File: config.mk
export PLATFORM = sky130hd
export DESIGN_NAME = seq_checker_arbitrario_flat
export DESIGN_NICKNAME = d
export VERILOG_FILES = /design/src/rtl/seq_checker_arbitrario_if.sv /design/src/rtl/seq_checker_arbitrario.sv /design/src/flat_wrapper.sv
export SDC_FILE = /design/constraint.sdc
export NUM_CORES = 1
export LEC_CHECK = 0
export BUFFER_PORTS_ARGS = -buffer_cell sky130_fd_sc_hd__buf_2
export CORE_ASPECT_RATIO = 0.8
export CORE_MARGIN = 2
export CORE_UTILIZATION = 45
export DETAILED_ROUTE_END_ITERATION = 8
export PLACE_DENSITY = 0.64
export SLEW_MARGIN = 40
export SYNTH_ARGS = -nofsm -noshare
export SYNTH_HDL_FRONTEND = slang
export SYNTH_SLANG_ARGS = --single-unit
File: constraint.sdc
create_clock -name C -period 7.42 [get_ports C]
set_input_delay 0.742 -clock C [delete_from_list [all_inputs] [get_ports C]]
set_output_delay 0.742 -clock C [all_outputs]
set_load 0.02 [all_outputs]
File: src/rtl/seq_checker_arbitrario_if.sv
// Stream and status bundle between the arbitrary counter, the sequence
// checker and the status/display logic. Clock and reset travel separately.
interface seq_checker_arbitrario_if #(
    parameter int CNT_W = 8
) ();
    logic             En;
    logic [3:0]       SecEntrada;
    logic             Locked;
    logic             ErrPulse;
    logic             Illegal;
    logic [CNT_W-1:0] ErrCount;
    logic [3:0]       Index;
    logic [3:0]       Expected;
    logic [3:0]       ErrData;
    logic [3:0]       ErrExp;

    modport master (
        output En, SecEntrada,
        input  Locked, ErrPulse, Illegal, ErrCount, Index, Expected, ErrData, ErrExp
    );

    modport slave (
        input  En, SecEntrada,
        output Locked, ErrPulse, Illegal, ErrCount, Index, Expected, ErrData, ErrExp
    );
endinterface

File: src/rtl/seq_checker_arbitrario.sv
// Sequence checker for the arbitrary 4-bit counter stream
// 3,7,6,6,15,14,7,10,12,14 (positions 0..9). Acquires phase from the anchor
// values, verifies, locks, then flywheels through errors until too many
// consecutive misses drop lock.
// Optional build macro SEQ_ERR_CAPTURE_EN: keep the sample and expected value
// of the first locked mismatch after reset on ErrData/ErrExp (else both are 0).
module seq_checker_arbitrario #(
    parameter int LOCK_COUNT = 3,
    parameter int MAX_MISS   = 2,
    parameter int CNT_W      = 8
) (
    input logic                    C,
    input logic                    R,
    seq_checker_arbitrario_if.slave bus
);
    typedef enum logic [1:0] {SEARCH, VERIFY, LOCKED} state_t;

    localparam logic [3:0] LOCK_N = 4'(LOCK_COUNT);
    localparam logic [3:0] MISS_N = 4'(MAX_MISS);

    state_t           state_p1;
    logic [3:0]       index_p1;
    logic [3:0]       run_p1;
    logic [3:0]       miss_p1;
    logic             locked_p1;
    logic             err_pulse_p1;
    logic             illegal_p1;
    logic [CNT_W-1:0] err_count_p1;

    logic [3:0]       expected;
    logic [3:0]       next_idx;
    logic [4:0]       anchor;
    logic             match;
    logic             locked_miss;

    function automatic logic [3:0] seq_val(input logic [3:0] pos);
        logic [3:0] v;
        case (pos)
            4'd0:    v = 4'd3;
            4'd1:    v = 4'd7;
            4'd2:    v = 4'd6;
            4'd3:    v = 4'd6;
            4'd4:    v = 4'd15;
            4'd5:    v = 4'd14;
            4'd6:    v = 4'd7;
            4'd7:    v = 4'd10;
            4'd8:    v = 4'd12;
            4'd9:    v = 4'd14;
            default: v = 4'd3;
        endcase
        return v;
    endfunction

    function automatic logic [3:0] pos_inc(input logic [3:0] pos);
        return (pos >= 4'd9) ? 4'd0 : pos + 4'd1;
    endfunction

    // {valid, position} for the values that occur once per cycle
    function automatic logic [4:0] anchor_lookup(input logic [3:0] v);
        logic [4:0] a;
        case (v)
            4'd3:    a = {1'b1, 4'd0};
            4'd15:   a = {1'b1, 4'd4};
            4'd10:   a = {1'b1, 4'd7};
            4'd12:   a = {1'b1, 4'd8};
            default: a = 5'd0;
        endcase
        return a;
    endfunction

    function automatic logic is_legal(input logic [3:0] v);
        logic ok;
        case (v)
            4'd3, 4'd6, 4'd7, 4'd10, 4'd12, 4'd14, 4'd15: ok = 1'b1;
            default:                                      ok = 1'b0;
        endcase
        return ok;
    endfunction

    function automatic logic [CNT_W-1:0] sat_inc(input logic [CNT_W-1:0] c);
        return (c == {CNT_W{1'b1}}) ? c : c + CNT_W'(1);
    endfunction

    assign next_idx    = pos_inc(index_p1);
    assign expected    = seq_val(next_idx);
    assign anchor      = anchor_lookup(bus.SecEntrada);
    assign match       = (bus.SecEntrada == expected);
    assign locked_miss = bus.En && (state_p1 == LOCKED) && !match;

    // Phase acquisition / tracking FSM with registered status outputs
    always_ff @(posedge C) begin
        if (R) begin
            state_p1     <= SEARCH;
            index_p1     <= 4'd0;
            run_p1       <= 4'd0;
            miss_p1      <= 4'd0;
            locked_p1    <= 1'b0;
            err_pulse_p1 <= 1'b0;
            illegal_p1   <= 1'b0;
            err_count_p1 <= '0;
        end else begin
            err_pulse_p1 <= 1'b0;
            illegal_p1   <= 1'b0;
            if (bus.En) begin
                illegal_p1 <= !is_legal(bus.SecEntrada);
                case (state_p1)
                    SEARCH: begin
                        if (anchor[4]) begin
                            index_p1 <= anchor[3:0];
                            run_p1   <= 4'd1;
                            state_p1 <= VERIFY;
                        end
                    end
                    VERIFY: begin
                        if (match) begin
                            index_p1 <= next_idx;
                            run_p1   <= run_p1 + 4'd1;
                            if (run_p1 + 4'd1 >= LOCK_N) begin
                                state_p1  <= LOCKED;
                                locked_p1 <= 1'b1;
                                miss_p1   <= 4'd0;
                            end
                        end else if (anchor[4]) begin
                            index_p1 <= anchor[3:0];
                            run_p1   <= 4'd1;
                        end else begin
                            state_p1 <= SEARCH;
                            run_p1   <= 4'd0;
                        end
                    end
                    LOCKED: begin
                        // Flywheel: position advances whether or not the sample agrees
                        index_p1 <= next_idx;
                        if (match) begin
                            miss_p1 <= 4'd0;
                        end else begin
                            err_pulse_p1 <= 1'b1;
                            err_count_p1 <= sat_inc(err_count_p1);
                            if (miss_p1 + 4'd1 >= MISS_N) begin
                                state_p1  <= SEARCH;
                                locked_p1 <= 1'b0;
                                run_p1    <= 4'd0;
                                miss_p1   <= 4'd0;
                            end else begin
                                miss_p1 <= miss_p1 + 4'd1;
                            end
                        end
                    end
                    default: state_p1 <= SEARCH;
                endcase
            end
        end
    end

`ifdef SEQ_ERR_CAPTURE_EN
    logic       captured_p1;
    logic [3:0] err_data_p1;
    logic [3:0] err_exp_p1;

    // Freeze the first locked mismatch after reset for post-mortem inspection
    always_ff @(posedge C) begin
        if (R) begin
            captured_p1 <= 1'b0;
            err_data_p1 <= 4'd0;
            err_exp_p1  <= 4'd0;
        end else if (locked_miss && !captured_p1) begin
            captured_p1 <= 1'b1;
            err_data_p1 <= bus.SecEntrada;
            err_exp_p1  <= expected;
        end
    end

    assign bus.ErrData = err_data_p1;
    assign bus.ErrExp  = err_exp_p1;
`else
    logic unused_miss;
    assign unused_miss = locked_miss;
    assign bus.ErrData = 4'd0;
    assign bus.ErrExp  = 4'd0;
`endif

    assign bus.Locked   = locked_p1;
    assign bus.ErrPulse = err_pulse_p1;
    assign bus.Illegal  = illegal_p1;
    assign bus.ErrCount = err_count_p1;
    assign bus.Index    = index_p1;
    assign bus.Expected = expected;
endmodule

File: src/flat_wrapper.sv
// flat-port wrapper written by rule: the top's interface ports become plain ports
module seq_checker_arbitrario_flat 
#(
    parameter int LOCK_COUNT = 3,
    parameter int MAX_MISS   = 2,
    parameter int CNT_W      = 8
)
  (C, R, bus_En, bus_SecEntrada, bus_Locked, bus_ErrPulse, bus_Illegal, bus_ErrCount, bus_Index, bus_Expected, bus_ErrData, bus_ErrExp);
  seq_checker_arbitrario_if #(.CNT_W(CNT_W)) bus_i ();
  input logic C;
  input logic R;
  input wire logic [$bits(bus_i.En)-1:0] bus_En;
  input wire logic [$bits(bus_i.SecEntrada)-1:0] bus_SecEntrada;
  output wire logic [$bits(bus_i.Locked)-1:0] bus_Locked;
  output wire logic [$bits(bus_i.ErrPulse)-1:0] bus_ErrPulse;
  output wire logic [$bits(bus_i.Illegal)-1:0] bus_Illegal;
  output wire logic [$bits(bus_i.ErrCount)-1:0] bus_ErrCount;
  output wire logic [$bits(bus_i.Index)-1:0] bus_Index;
  output wire logic [$bits(bus_i.Expected)-1:0] bus_Expected;
  output wire logic [$bits(bus_i.ErrData)-1:0] bus_ErrData;
  output wire logic [$bits(bus_i.ErrExp)-1:0] bus_ErrExp;
  assign bus_i.En = bus_En;
  assign bus_i.SecEntrada = bus_SecEntrada;
  assign bus_Locked = bus_i.Locked;
  assign bus_ErrPulse = bus_i.ErrPulse;
  assign bus_Illegal = bus_i.Illegal;
  assign bus_ErrCount = bus_i.ErrCount;
  assign bus_Index = bus_i.Index;
  assign bus_Expected = bus_i.Expected;
  assign bus_ErrData = bus_i.ErrData;
  assign bus_ErrExp = bus_i.ErrExp;
  seq_checker_arbitrario #(.LOCK_COUNT(LOCK_COUNT), .MAX_MISS(MAX_MISS), .CNT_W(CNT_W)) u_core (.C(C), .R(R), .bus(bus_i));
endmodule
Word-level counts from Yosys, hierarchy flattened
Memory sizes are Yosys's and may differ from the RTL's.
Cells that the tools add are included.
{"block": "totals", "ff_bits": 25, "mem_bits_ro": 64, "in_bits": 7, "wordCells": 83, "n_memories": 1}
{"name": "(no name shown)", "words": 16, "word_bits": 4, "read_ports": 1, "rd_ports_with_merged_regs": 0, "write_ports": 0, "line_no": "seq_checker_arbitrario.sv:38", "source": "case (pos)"}
{"block": "op_classes", "add_sub_neg": 4, "order_cmp": 3, "n_eq_ne": 18, "muxes": 32, "bitwise": 4, "reduce_logical": 13}
{"op": "two-way mux 4 bit", "n": 11}
{"op": "one-hot mux 4 bit (3 select lines)", "n": 2}
{"op": "one-hot mux 5 bit (4 select lines)", "n": 1}
{"op": "== test 4 bit, second input constant", "n": 4}
{"op": "adder 4 x 1 -> 4 bit, second input constant", "n": 3}
{"op": "two-way mux 2 bit", "n": 6}
{"op": "AND reduction 6 bit", "n": 2}
{"op": "two-way mux 1 bit", "n": 9}
{"op": "adder 8 x 1 -> 8 bit, second input constant", "n": 1}
{"op": "== test 4 x 3 -> 1 bit, second input constant", "n": 2}
{"op": "== test 8 bit, second input constant", "n": 1}
{"op": ">= comparator 4 x 2 -> 1 bit, second input constant", "n": 2}
{"op": "one-hot mux 4 bit (2 select lines)", "n": 1}
{"op": "AND reduction 4 bit", "n": 2}
{"op": "OR reduction 7 bit", "n": 1}
{"op": "!= test 2 x 1 -> 1 bit, second input constant", "n": 3}
{"op": "!= test 3 bit, second input constant", "n": 2}
{"op": "one-hot mux 2 bit (3 select lines)", "n": 1}
{"op": "AND reduction 5 bit", "n": 1}
{"op": "== test 4 x 2 -> 1 bit, second input constant", "n": 1}
{"op": "== test 4 bit", "n": 1}
{"op": ">= comparator 4 bit, second input constant", "n": 1}
{"op": "!= test 2 bit, second input constant", "n": 2}
{"op": "NOT 1 bit", "n": 4}
{"op": "10 further kinds", "n": 10}

Logic depth before layout (Yosys ltp)
Gate-level depths: netlist (run 1).
{"block": "depth", "depth_word": 6, "ltp_mapped": 11, "depth_no_buf": 10}

Worst setup path after synthesis (run 1)
No wires, ideal clock.
{"block": "synth_path", "kind": "register to register", "from": "register u_core.index_p1[0], in the netlist u_core.bus.Index[0]", "to": "register u_core.run_p1[1]", "setup_time_ns": 0.071, "arrival_time_ns": 2.864, "required_time_ns": 7.349, "setup_slack_ns": 4.485, "stages_incl_launch_ff": 11, "path_cell_list": "dfxtp_1 inv_1 ha_1 nor2b_1 o21ai_2 a211oi_4 o22ai_1 a211o_4 nor3_4 or3b_1 a21oi_1"}
{"block": "synth_via", "elab_chain_len": 6, "word_cells_on_any_way": 9, "cone_classes": "add/sub (1); order compare (1); eq/ne (2); mux (3); reduce/logical (1); memory (1)"}
{"item": "from (decl)", "line_no": "seq_checker_arbitrario.sv:22", "source": "logic [3:0] index_p1;"}
{"item": "from (signal assigned)", "line_no": "seq_checker_arbitrario.sv:109", "source": "index_p1 <= anchor[3:0];"}
{"item": "from (signal assigned)", "line_no": "seq_checker_arbitrario.sv:116", "source": "index_p1 <= next_idx;"}
{"item": "from (signal assigned)", "line_no": "seq_checker_arbitrario.sv:124", "source": "index_p1 <= anchor[3:0];"}
{"item": "adder 4 x 1 -> 4 bit or >= comparator 4 bit (tied branches)", "line_no": "seq_checker_arbitrario.sv:55", "source": "return (pos >= 4'd9) ? 4'd0 : pos + 4'd1;"}
{"item": "two-way mux 4 bit *", "line_no": "seq_checker_arbitrario.sv:55"}
{"item": "memory (16 x 4 bit) *"}
{"item": "== test 4 bit *", "line_no": "seq_checker_arbitrario.sv:87", "source": "assign match = (bus.SecEntrada == expected);"}
{"item": "!= test 2 bit (no line) or two-way mux 4 bit (tied branches)"}
{"item": "AND reduction 5 bit (no line) or one-hot mux 4 bit (3 select lines) (tied branches)"}
{"item": "to (signal assigned)", "line_no": "seq_checker_arbitrario.sv:117", "source": "run_p1 <= run_p1 + 4'd1;"}
{"item": "to (decl)", "line_no": "seq_checker_arbitrario.sv:23", "source": "logic [3:0] run_p1;"}
Every way passes the cells marked *; elsewhere a longest branch is shown, timed or not.
A chain may end at the register's enable or synchronous reset.

Final worst setup path (run 1)
{"block": "layout_path", "from": "register u_core.index_p1[0], in the netlist u_core.bus.Index[0]", "to": "register u_core.miss_p1[1]"}
{"block": "layout_via", "elab_chain_len": 6, "word_cells_on_any_way": 9, "cone_classes": "add/sub (1); order compare (1); eq/ne (2); mux (3); reduce/logical (1); memory (1)"}
{"item": "adder 4 x 1 -> 4 bit or >= comparator 4 bit (tied branches)", "line_no": "seq_checker_arbitrario.sv:55"}
{"item": "two-way mux 4 bit *", "line_no": "seq_checker_arbitrario.sv:55"}
{"item": "memory (16 x 4 bit) *"}
{"item": "== test 4 bit *", "line_no": "seq_checker_arbitrario.sv:87"}
{"item": "!= test 2 x 1 -> 1 bit (no line) or two-way mux 4 bit (tied branches)"}
{"item": "AND reduction 4 bit (no line) or one-hot mux 4 bit (2 select lines) (tied branches)"}
{"item": "to (signal assigned)", "line_no": "seq_checker_arbitrario.sv:145", "source": "miss_p1 <= miss_p1 + 4'd1;"}
{"item": "to (decl)", "line_no": "seq_checker_arbitrario.sv:24", "source": "logic [3:0] miss_p1;"}
Marked as above.

==> impl.org, run 1 <==
** Power and ir drop
- Summed over all nets, the switching power comes to 112 uW.
- The internal power of the cells totals 208 uW.
- The clock network burns 25.4% of the power.
- Share of total power in sequential cells :: 44.8%
- In this run the static leakage power is 0.000900 uW.
- Gate power share :: 29.8%
- Net switching share of the total power :: 35.1%
- Power spread over the standard cell area amounts to 146 nW/um^2.
- Largest voltage drop on the vdd net :: 0.0734 mV

** Clock network
- Library cell used as clock root buffer :: sky130_fd_sc_hd__clkbuf_8
- After clock tree synthesis, the clock-pin slew on the worst setup and hold paths is 0.09 ns.
- Clock tree from TritonCTS :: built
- CTS Buf Count :: 3
- Hold repair after CTS inserted 0 buffers.
- The number of setup buffers added after CTS is 0.
- In this run the number of H-tree levels came out at 1.
- TritonCTS sink count :: 25
- No sink is reached through more buffers than the 2 on the longest clock path.
- Post-cts sizing count :: 0
- At the later pin of the worst-skew pair, clock insertion delay measures 0.27 ns.

** Placement
- In this run the tool buffered the top-level ports with 25 buffer cells.
- Once placement completed, the tool counted placed cells totaling 323.
- The wire-length estimate of the detail-placed layout is 3500 um.
- In this run the cell area measured after placement is 2150 sq um.
- The congestion estimate from routability-driven global placement came to 0.818.

** Worst setup path
- Critical Path, Cell by Cell :: inv_1 -> ha_1 -> nor2b_1 -> o21ai_2 -> a21oi_1 -> o22ai_1 -> a211o_4 -> o31ai_1 -> a21oi_1 -> and2_1
- For the worst setup path, the data required time is 7.60 ns.
- The worst register-to-register path begins at u_core.bus.Index[0].
- Of all nets on the critical path, the largest fanout is 9.
- Arrival time worst endpoint :: 3.43 ns
- STA classifies the critical path startpoint as a flop.
- Most frequent cell on the critical path :: sky130_fd_sc_hd__a21oi_1
- For this design, the slowest cell found on the critical path is sky130_fd_sc_hd__dfxtp_1.
- Path type of the worst setup path :: flop to flop
- Setup slack on the worst reg-to-reg path comes out at 4.16 ns.
- Terminus of the critical flop-to-flop path :: u_core.miss_p1[1]
- Endpoint type of the worst setup path :: flop
- Count of cells along the worst register-to-register path :: 10
- In this design, the stage delay of the slowest critical-path cell is 0.51 ns.

** Synth
- Post-synthesis instance area :: 2040 sq um
- In the synthesized netlist the dominant register cell turns out to be sky130_fd_sc_hd__dfxtp_1.
- Synthesis inferred 25 register bits.
- Synthesis produced a netlist whose cell count is 253.
- A synthesized cell averages 8.06 sq um.
- Top-area cell type share of the netlist area :: 24.5%
- Async S/R FF share, synth :: 0%
- Sequential cells were found to cover 24.5% of the synthesized design area.
- Dominant cells by area after synthesis :: sky130_fd_sc_hd__dfxtp_1 (25%), sky130_fd_sc_hd__ha_1 (7.4%), sky130_fd_sc_hd__a21oi_1 (4.2%), sky130_fd_sc_hd__buf_4 (3.3%), sky130_fd_sc_hd__inv_1 (3.3%)
- The synthesized design spends more area on one cell type than any other, namely sky130_fd_sc_hd__dfxtp_1.
- In this run, synthesis inferred 0 flip-flops with an integrated enable.
- Synth unique cells :: 67
- Synth warn :: 0

** Floorplanning
- The floorplan step defined a die boundary enclosing 5090 sq um.
- Horizontal die dimension :: 79.3 um
- The die is 64.2 um tall.
- For this configuration, the core starts out at a cell density of 47.9%.
- Number of I/O pins :: 34
- The initialized floorplan defines 21 standard-cell rows.
- The core region is 4260 sq um.

** Detailed routing
- Number of vias after detailed routing :: 1859
- Once detail routing completed, the nets flagged for antenna violations numbered 0.
- Final routed wirelength across all metal layers :: 4600 um
- Using the TritonRoute via totals, the vias-per-cell ratio works out to 5.69.
- After detailed routing, the average wire length per cell comes to 14.1 um.
- The first detailed-routing pass ran for 5 iterations.
- For this block, the initial DRC count from the detailed router was 102.
- Detailed-route DRC error count :: 0

** STA
- Setup violations remaining at the end of the flow were counted as 0.
- Based on the critical path, the design can be clocked at up to 307 MHz.
- The count of endpoints failing hold in the final timing report is 0.
- Relative slew slack :: 59.8%
- Final worst-path cycle share :: 43.9%
- For the final routed database, the setup TNS stands at 0 ns.
- Final max-slew violation count :: 0
- Setup clock skew after layout :: 0.00766 ns
- At the pin with the least slew margin, the transition time is 0.595 ns.
- Setup repair after global routing left no endpoint under its margin.
- The worst path in the final design needs a cycle of 3.26 ns, including I/O delays and setup.

** Outcome
- Result of the run :: complete, no violations

** Cells and area
- Layout cells sized above 1 :: 16.7%
- Ant diodes :: 0
- The library cells used most frequently in the layout, excluding fill and tap cells, are sky130_fd_sc_hd__buf_2 (25), sky130_fd_sc_hd__dfxtp_1 (25), sky130_fd_sc_hd__inv_1 (18), sky130_fd_sc_hd__nor2_1 (18).
- Non-Filler Instances :: 327
- Number of nets in the layout :: 290
- Relative to the synthesized area, the layout overhead comes to 7.61%.
- Finished Cell Area :: 2190 sq um

** Min path
- The worst hold path was traced through 2 stages.
- Hold wc startpoint :: u_core.run_p1[3]
- The min-delay analysis places its worst path in the category flop to flop.
- Hold Path End :: u_core.run_p1[3]

** Global route
- The first global-routing pass estimated 7820 um of wire.
- Largest net degree at the start of global routing :: 21
- Number of antenna violations at the first check in global routing :: 0
- Global routing finished with a remaining overflow of 0.
- Global routing used 19.0% of the available tracks.
- The via count of the first global-routing pass came to 1619.

** Flow run
- The tool flagged a number of max-cap violations equal to 0.
power by group through the flow:
stage,Sequential (uW),Combinational (uW),Clock [uW]
after floorplan,146,77.9,0
after global placement,146,94.5,0
after detailed placement,147,94.3,0
after CTS,143,94.8,83.8
after global routing,144,105,90.7
final,144,95.7,81.4
registers in the layout (all words and copies together), names as in the netlist:
name,count
u_core.bus.ErrPulse,1
u_core.miss_p1,4
u_core.bus.Locked,1
u_core.bus.Index,4
u_core.state_p1,2
u_core.bus.Illegal,1
u_core.run_p1,4
u_core.bus.ErrCount,8
synthesized netlist by cell type (all sizes together), types with 2 or more instances:
library cell  number
xnor2              4
a311oi             3
nand4              3
nand3              9
nand2b             5
nor3               4
nor4               2
and2               5
ha                12
clkbuf             8
dfxtp             25
xor2               3
or3                3
o21a               4
o41ai              2
or4                3
o21ai             16
nand2             17
nand3b             3
inv               18
buf               11
nor2              18
a211oi             2
nor2b              5
o221ai             2
a21oi             18
o31ai              3
a211o              2
mux2i              6
a31oi              4
o211ai             8
o22ai              2
a21o               4
metal layers:
layer / wire length, um / part of all wire, % / track usage (%)
met1: 2410 / 52 / 31.1
met2: 1840 / 40 / 25.6
met3: 327 / 7.1 / 3.11
met4: 25 / 0.54 / 3.23
met5: 0 / 0 / 0
stage by stage:
stage / worst slack [ns] / utilization (%) / hold slack [ns] / power, uW
after floorplan: 4.49 / - / 0.444 / 224
after global placement: 4.28 / 50.5 / 0.455 / 241
after detailed placement: 4.22 / 50.5 / 0.466 / 241
after CTS: 4.20 / 51.6 / 0.478 / 322
after global routing: 3.90 / 51.6 / 0.507 / 340
final: 4.16 / 51.6 / 0.475 / 321
cell type report:
class                      instances  area (sq um)
multi-input combinational        198          1380
fill                             423          2060
tap                               57          71.3
clock inverter                     1          5.00
sequential                        25           500
inverter                          18          67.6
clock buffer                       3          41.3
timing repair buffer              25           125
worst max-delay path by stage:
stage / to / start
6_report: u_core.miss_p1[1] / u_core.bus.Index[0]
5_1_grt: u_core.miss_p1[2] / u_core.bus.Index[0]
4_1_cts: u_core.miss_p1[1] / u_core.bus.Index[0]
3_5_place_dp: u_core.miss_p1[2] / u_core.bus.Index[0]
3_3_place_gp: u_core.miss_p1[3] / u_core.bus.Index[0]
2_1_floorplan: u_core.run_p1[1] / u_core.bus.Index[0]
worst max-delay path: cells and delay by family, from the launching register on:
family	cells	cell delay, ns
buffers and inverters	1	0.19
adders and majority gates	1	0.42
and+or+nand+nor	2	0.37
AOI/OAI and AO/OA	6	1.66
DFF	1	0.51
cells by family after synthesis:
logic type / synth area share (%)
XOR/XNOR: 3.01
adder cells (fa/ha/maj): 7.36
AND/OR/NAND/NOR: 23.6
multiplexers: 2.94
buffers and inverters: 8.90
flip-flops: 24.5
AO/OA/AOI/OAI: 29.5
other: 0.184
Power figures use the tool's default switching activity.
==> inputs of run 2 (changes only) <==
Settings changed: ABC_AREA set to 1.
Clock period 7.42 ns to 3.4 ns, I/O delays scaled along.
==> impl.org, run 2 <==
** Floorplanning
- The floorplan step defined a core boundary enclosing 4180 sq um.
- Vertical die dimension :: 63.1 um
- From left edge to right edge, the die measures 77.9 um.
- During I/O placement, the number of pins put on the boundary was 34.
- Number of rows created at floorplan :: 21
- The die covers 4920 sq um.
- Once the floorplan was initialized, standard cells occupied 47.1% of the core.

** STA
- Number of hold violations in the final report :: 0
- Unrepaired setup endpoints after global routing :: false
- Final worst-path cycle share :: 71.8%
- For the final database, setup skew stands at 0.00800 ns.
- Final critical path time including I/O delays and setup :: 2.44 ns
- Setup violations remaining at the end of the flow were counted as 0.
- Max Fclk :: 409 MHz
- Summed over all failing endpoints, the final setup total negative slack is 0 ns.
- The max-slew violation count came to 0.

** Power and ir drop
- The worst-case IR drop observed on VDD is 0.307 mV.
- Power density over the cells :: 398 nW/um^2
- Static Leak :: 0.00106 uW

** Clock network
- The tree is rooted in a sky130_fd_sc_hd__clkbuf_8.
- TritonCTS built the clock tree.
- Clock latency on the worst-skew pair, taken at its later pin, is 0.27 ns.
- In this run the deepest clock path goes through 2 buffers.
- The number of clock buffers added by TritonCTS is 3.
- Buffers added to address setup during post-CTS repair amount to 0.
- Cts hold-fix bufs :: 0
- CTS built an H-tree with a depth of 1.
- Clock-pin slew was measured on the worst setup and hold paths at 0.09 ns.
- TritonCTS sink count :: 25
- Once the clock tree was built, the resizer swapped 0 gates to a different size.

** Global route
- Largest net degree at the start of global routing :: 16
- All-Layer GR Usage :: 17.5%
- The first global-routing pass estimated 7090 um of wire.
- Number of antenna violations at the first check in global routing :: 0
- The total overflow left after global routing is 0.
- Via count of the first global-routing pass :: 1494

** Placement
- In this run the tool buffered the top-level ports with 25 buffer cells.
- Final HPWL from detailed placement :: 3350 um
- Global placement routability congestion :: 0.858
- Placed cell area :: 2120 sq um

** Cells and area
- Filler cells :: 432
- Number of nets in the layout :: 339
- Layout cells sized above 1 :: 20.1%
- Layout-stage area growth over the synthesis result :: 10.3%
- The repair_antennas step left the layout with diodes totalling 0.
- Most common cell after layout, fill and taps aside :: sky130_fd_sc_hd__nand2_1
- After routing the design area is 2170 sq um.
- Across the whole layout, storage elements account for 500 sq um.
- Area occupied by multi-input gates :: 1240 sq um
- In the layout the commonest cells are sky130_fd_sc_hd__nand2_1 (57), sky130_fd_sc_hd__inv_1 (43), sky130_fd_sc_hd__nand3_1 (32).
- The register with the most flip-flops in the layout has 8 of them.

** Min path
- The worst hold path passes through 3 cells.
- Kind of path behind the tightest hold check :: primary input to flop

** Synth
- For this run, the number of Yosys warnings is 0.
- Counting flops with an async set or reset pin after synthesis yields a share of 0%.
- In this run the cell area of the synthesized design comes to 1970 sq um.
- Synth unique cells :: 33
- Sequential element share of the synthesized area :: 25.5%
- Counting every instance in the synthesized netlist gives 293.
- After synthesis, the largest area contributor takes up 25.5% of total cell area.
- After synthesis, the cell types taking the most area are sky130_fd_sc_hd__dfxtp_1 (25%), sky130_fd_sc_hd__nand2_1 (11%), sky130_fd_sc_hd__inv_1 (8.2%), sky130_fd_sc_hd__nand3_1 (8.1%), sky130_fd_sc_hd__ha_1 (7.6%).
- Among all flip-flop cells after synthesis, the most frequent one is sky130_fd_sc_hd__dfxtp_1.
- EDFF count, synth :: 0
- Top cell type by total area after synthesis :: sky130_fd_sc_hd__dfxtp_1
- After synthesis the netlist holds a flip-flop and latch count of 25.
- The average instance in the mapped netlist occupies 6.71 sq um.
- Counting instances in the post-synthesis netlist gives the leading cell types as sky130_fd_sc_hd__nand2_1 (57), sky130_fd_sc_hd__inv_1 (43), sky130_fd_sc_hd__nand3_1 (32), sky130_fd_sc_hd__nor2_1 (26), sky130_fd_sc_hd__dfxtp_1 (25).
- Among all cell types in the netlist, the one instantiated most often is sky130_fd_sc_hd__nand2_1.

** Worst setup path
- Critical Path RT :: 3.58 ns
- Kind of launch point of the worst setup path :: flop
- Measured in cells, the most critical reg-to-reg path has a length of 16.
- STA classifies the critical path endpoint as a flop.
- The setup check on the worst reg-to-reg path leaves a slack of 0.96 ns.
- Data arrives at the worst endpoint at 2.62 ns.
- Path type of the worst setup path :: flop to flop
- Along the worst path, the maximum fanout reaches 7.

** Detailed routing
- Antenna viol nets, final :: 0
- The detailed router finished its first iteration with 91 violations.
- In the final routed layout, each cell accounts on average for 11.2 um.
- For this run, design rule violations remaining after detail routing come to 0.
- The final route contains 1824 vias.
- Final routed wirelength across all metal layers :: 4210 um
- Via density per instance :: 4.85
- Pre-Repair DR Iteration Count :: 4

** Flow run
- Max-cap violations in this run came to 0.

** Outcome
- The flow ran to the end, and the final reports show no timing, DRC or antenna violations.
==> run 2: worst paths after layout <==
kind / from / end
worst min register to register: u_core.miss_p1[3] / u_core.miss_p1[3]
worst max register to register: u_core.bus.Index[0] / u_core.bus.Index[2]
worst min-delay path: bus_En / u_core.bus.Illegal
worst max-delay path: u_core.bus.Index[0] / u_core.bus.Index[2]
==> run 2: report_power, final <==
part	internal (uW)	switching (uW)
combinational	112	237
clock	83.1	96.2
sequential	314	21.3
==> run 2: logic make-up (layout without fill, tap and decap cells) <==
| kind of cell | after synthesis | in the layout | synth area share, % |
|---|---|---|---|
| other | 1 | 8 | 0.191 |
| buffers and inverters | 58 | 77 | 12.9 |
| XOR/XNOR | 9 | 9 | 4.01 |
| AO/OA/AOI/OAI | 28 | 28 | 7.57 |
| AND/OR/NAND/NOR | 160 | 160 | 42.2 |
| adder cells (fa/ha/maj) | 12 | 12 | 7.64 |
| flip-flops | 25 | 25 | 25.5 |
==> run 2: area by class of cell <==
cell class                 instances  share of cell area [%]
multi-input combinational        217                    57.1
sequential                        25                    23.1
inverter                          48                    8.54
timing repair buffer              25                    5.77
tap                               57                    3.29
clock buffer                       3                    1.90
clock inverter                     1                   0.346
==> run 2: metrics by stage <==
step	instances	setup slack [ns]	hold WS, ns	util, %	power (uW)
after global routing	376	0.656	0.406	51.9	932
final	376	0.958	0.397	51.9	864
after global placement	372	1.04	0.462	50.7	689
after floorplan	300	1.04	0.448	-	618
after CTS	376	0.964	0.396	51.9	869
after detailed placement	372	0.975	0.470	50.7	688
==> run 2: worst max-delay path, cell delays in order, from the launching register on <==
cell and delay [ns]:
sky130_fd_sc_hd__dfxtp_1 0.44, sky130_fd_sc_hd__inv_1 0.19, sky130_fd_sc_hd__ha_1 0.41, sky130_fd_sc_hd__o21ai_2 0.20
sky130_fd_sc_hd__nand2_1 0.07, sky130_fd_sc_hd__nand2_1 0.06, sky130_fd_sc_hd__nand2_1 0.07, sky130_fd_sc_hd__nand2_1 0.08
sky130_fd_sc_hd__nand2_1 0.06, sky130_fd_sc_hd__nand2_2 0.10, sky130_fd_sc_hd__nand3_4 0.12, sky130_fd_sc_hd__nand2_2 0.11
sky130_fd_sc_hd__nand2_1 0.11, sky130_fd_sc_hd__o21ai_0 0.09, sky130_fd_sc_hd__nand3_1 0.12, sky130_fd_sc_hd__nand2_1 0.08
sky130_fd_sc_hd__inv_1 0.04
==> run 2: per-layer routing <==
metal | up-vias | track usage [%] | part of all wire (%)
met2 | 57 | 23.5 | 40
met5 | - | 0 | 0
met3 | 2 | 3.01 | 6.0
met4 | 0 | 2.63 | 0.33
li1 | 972 | - | -
met1 | 793 | 28.9 | 54
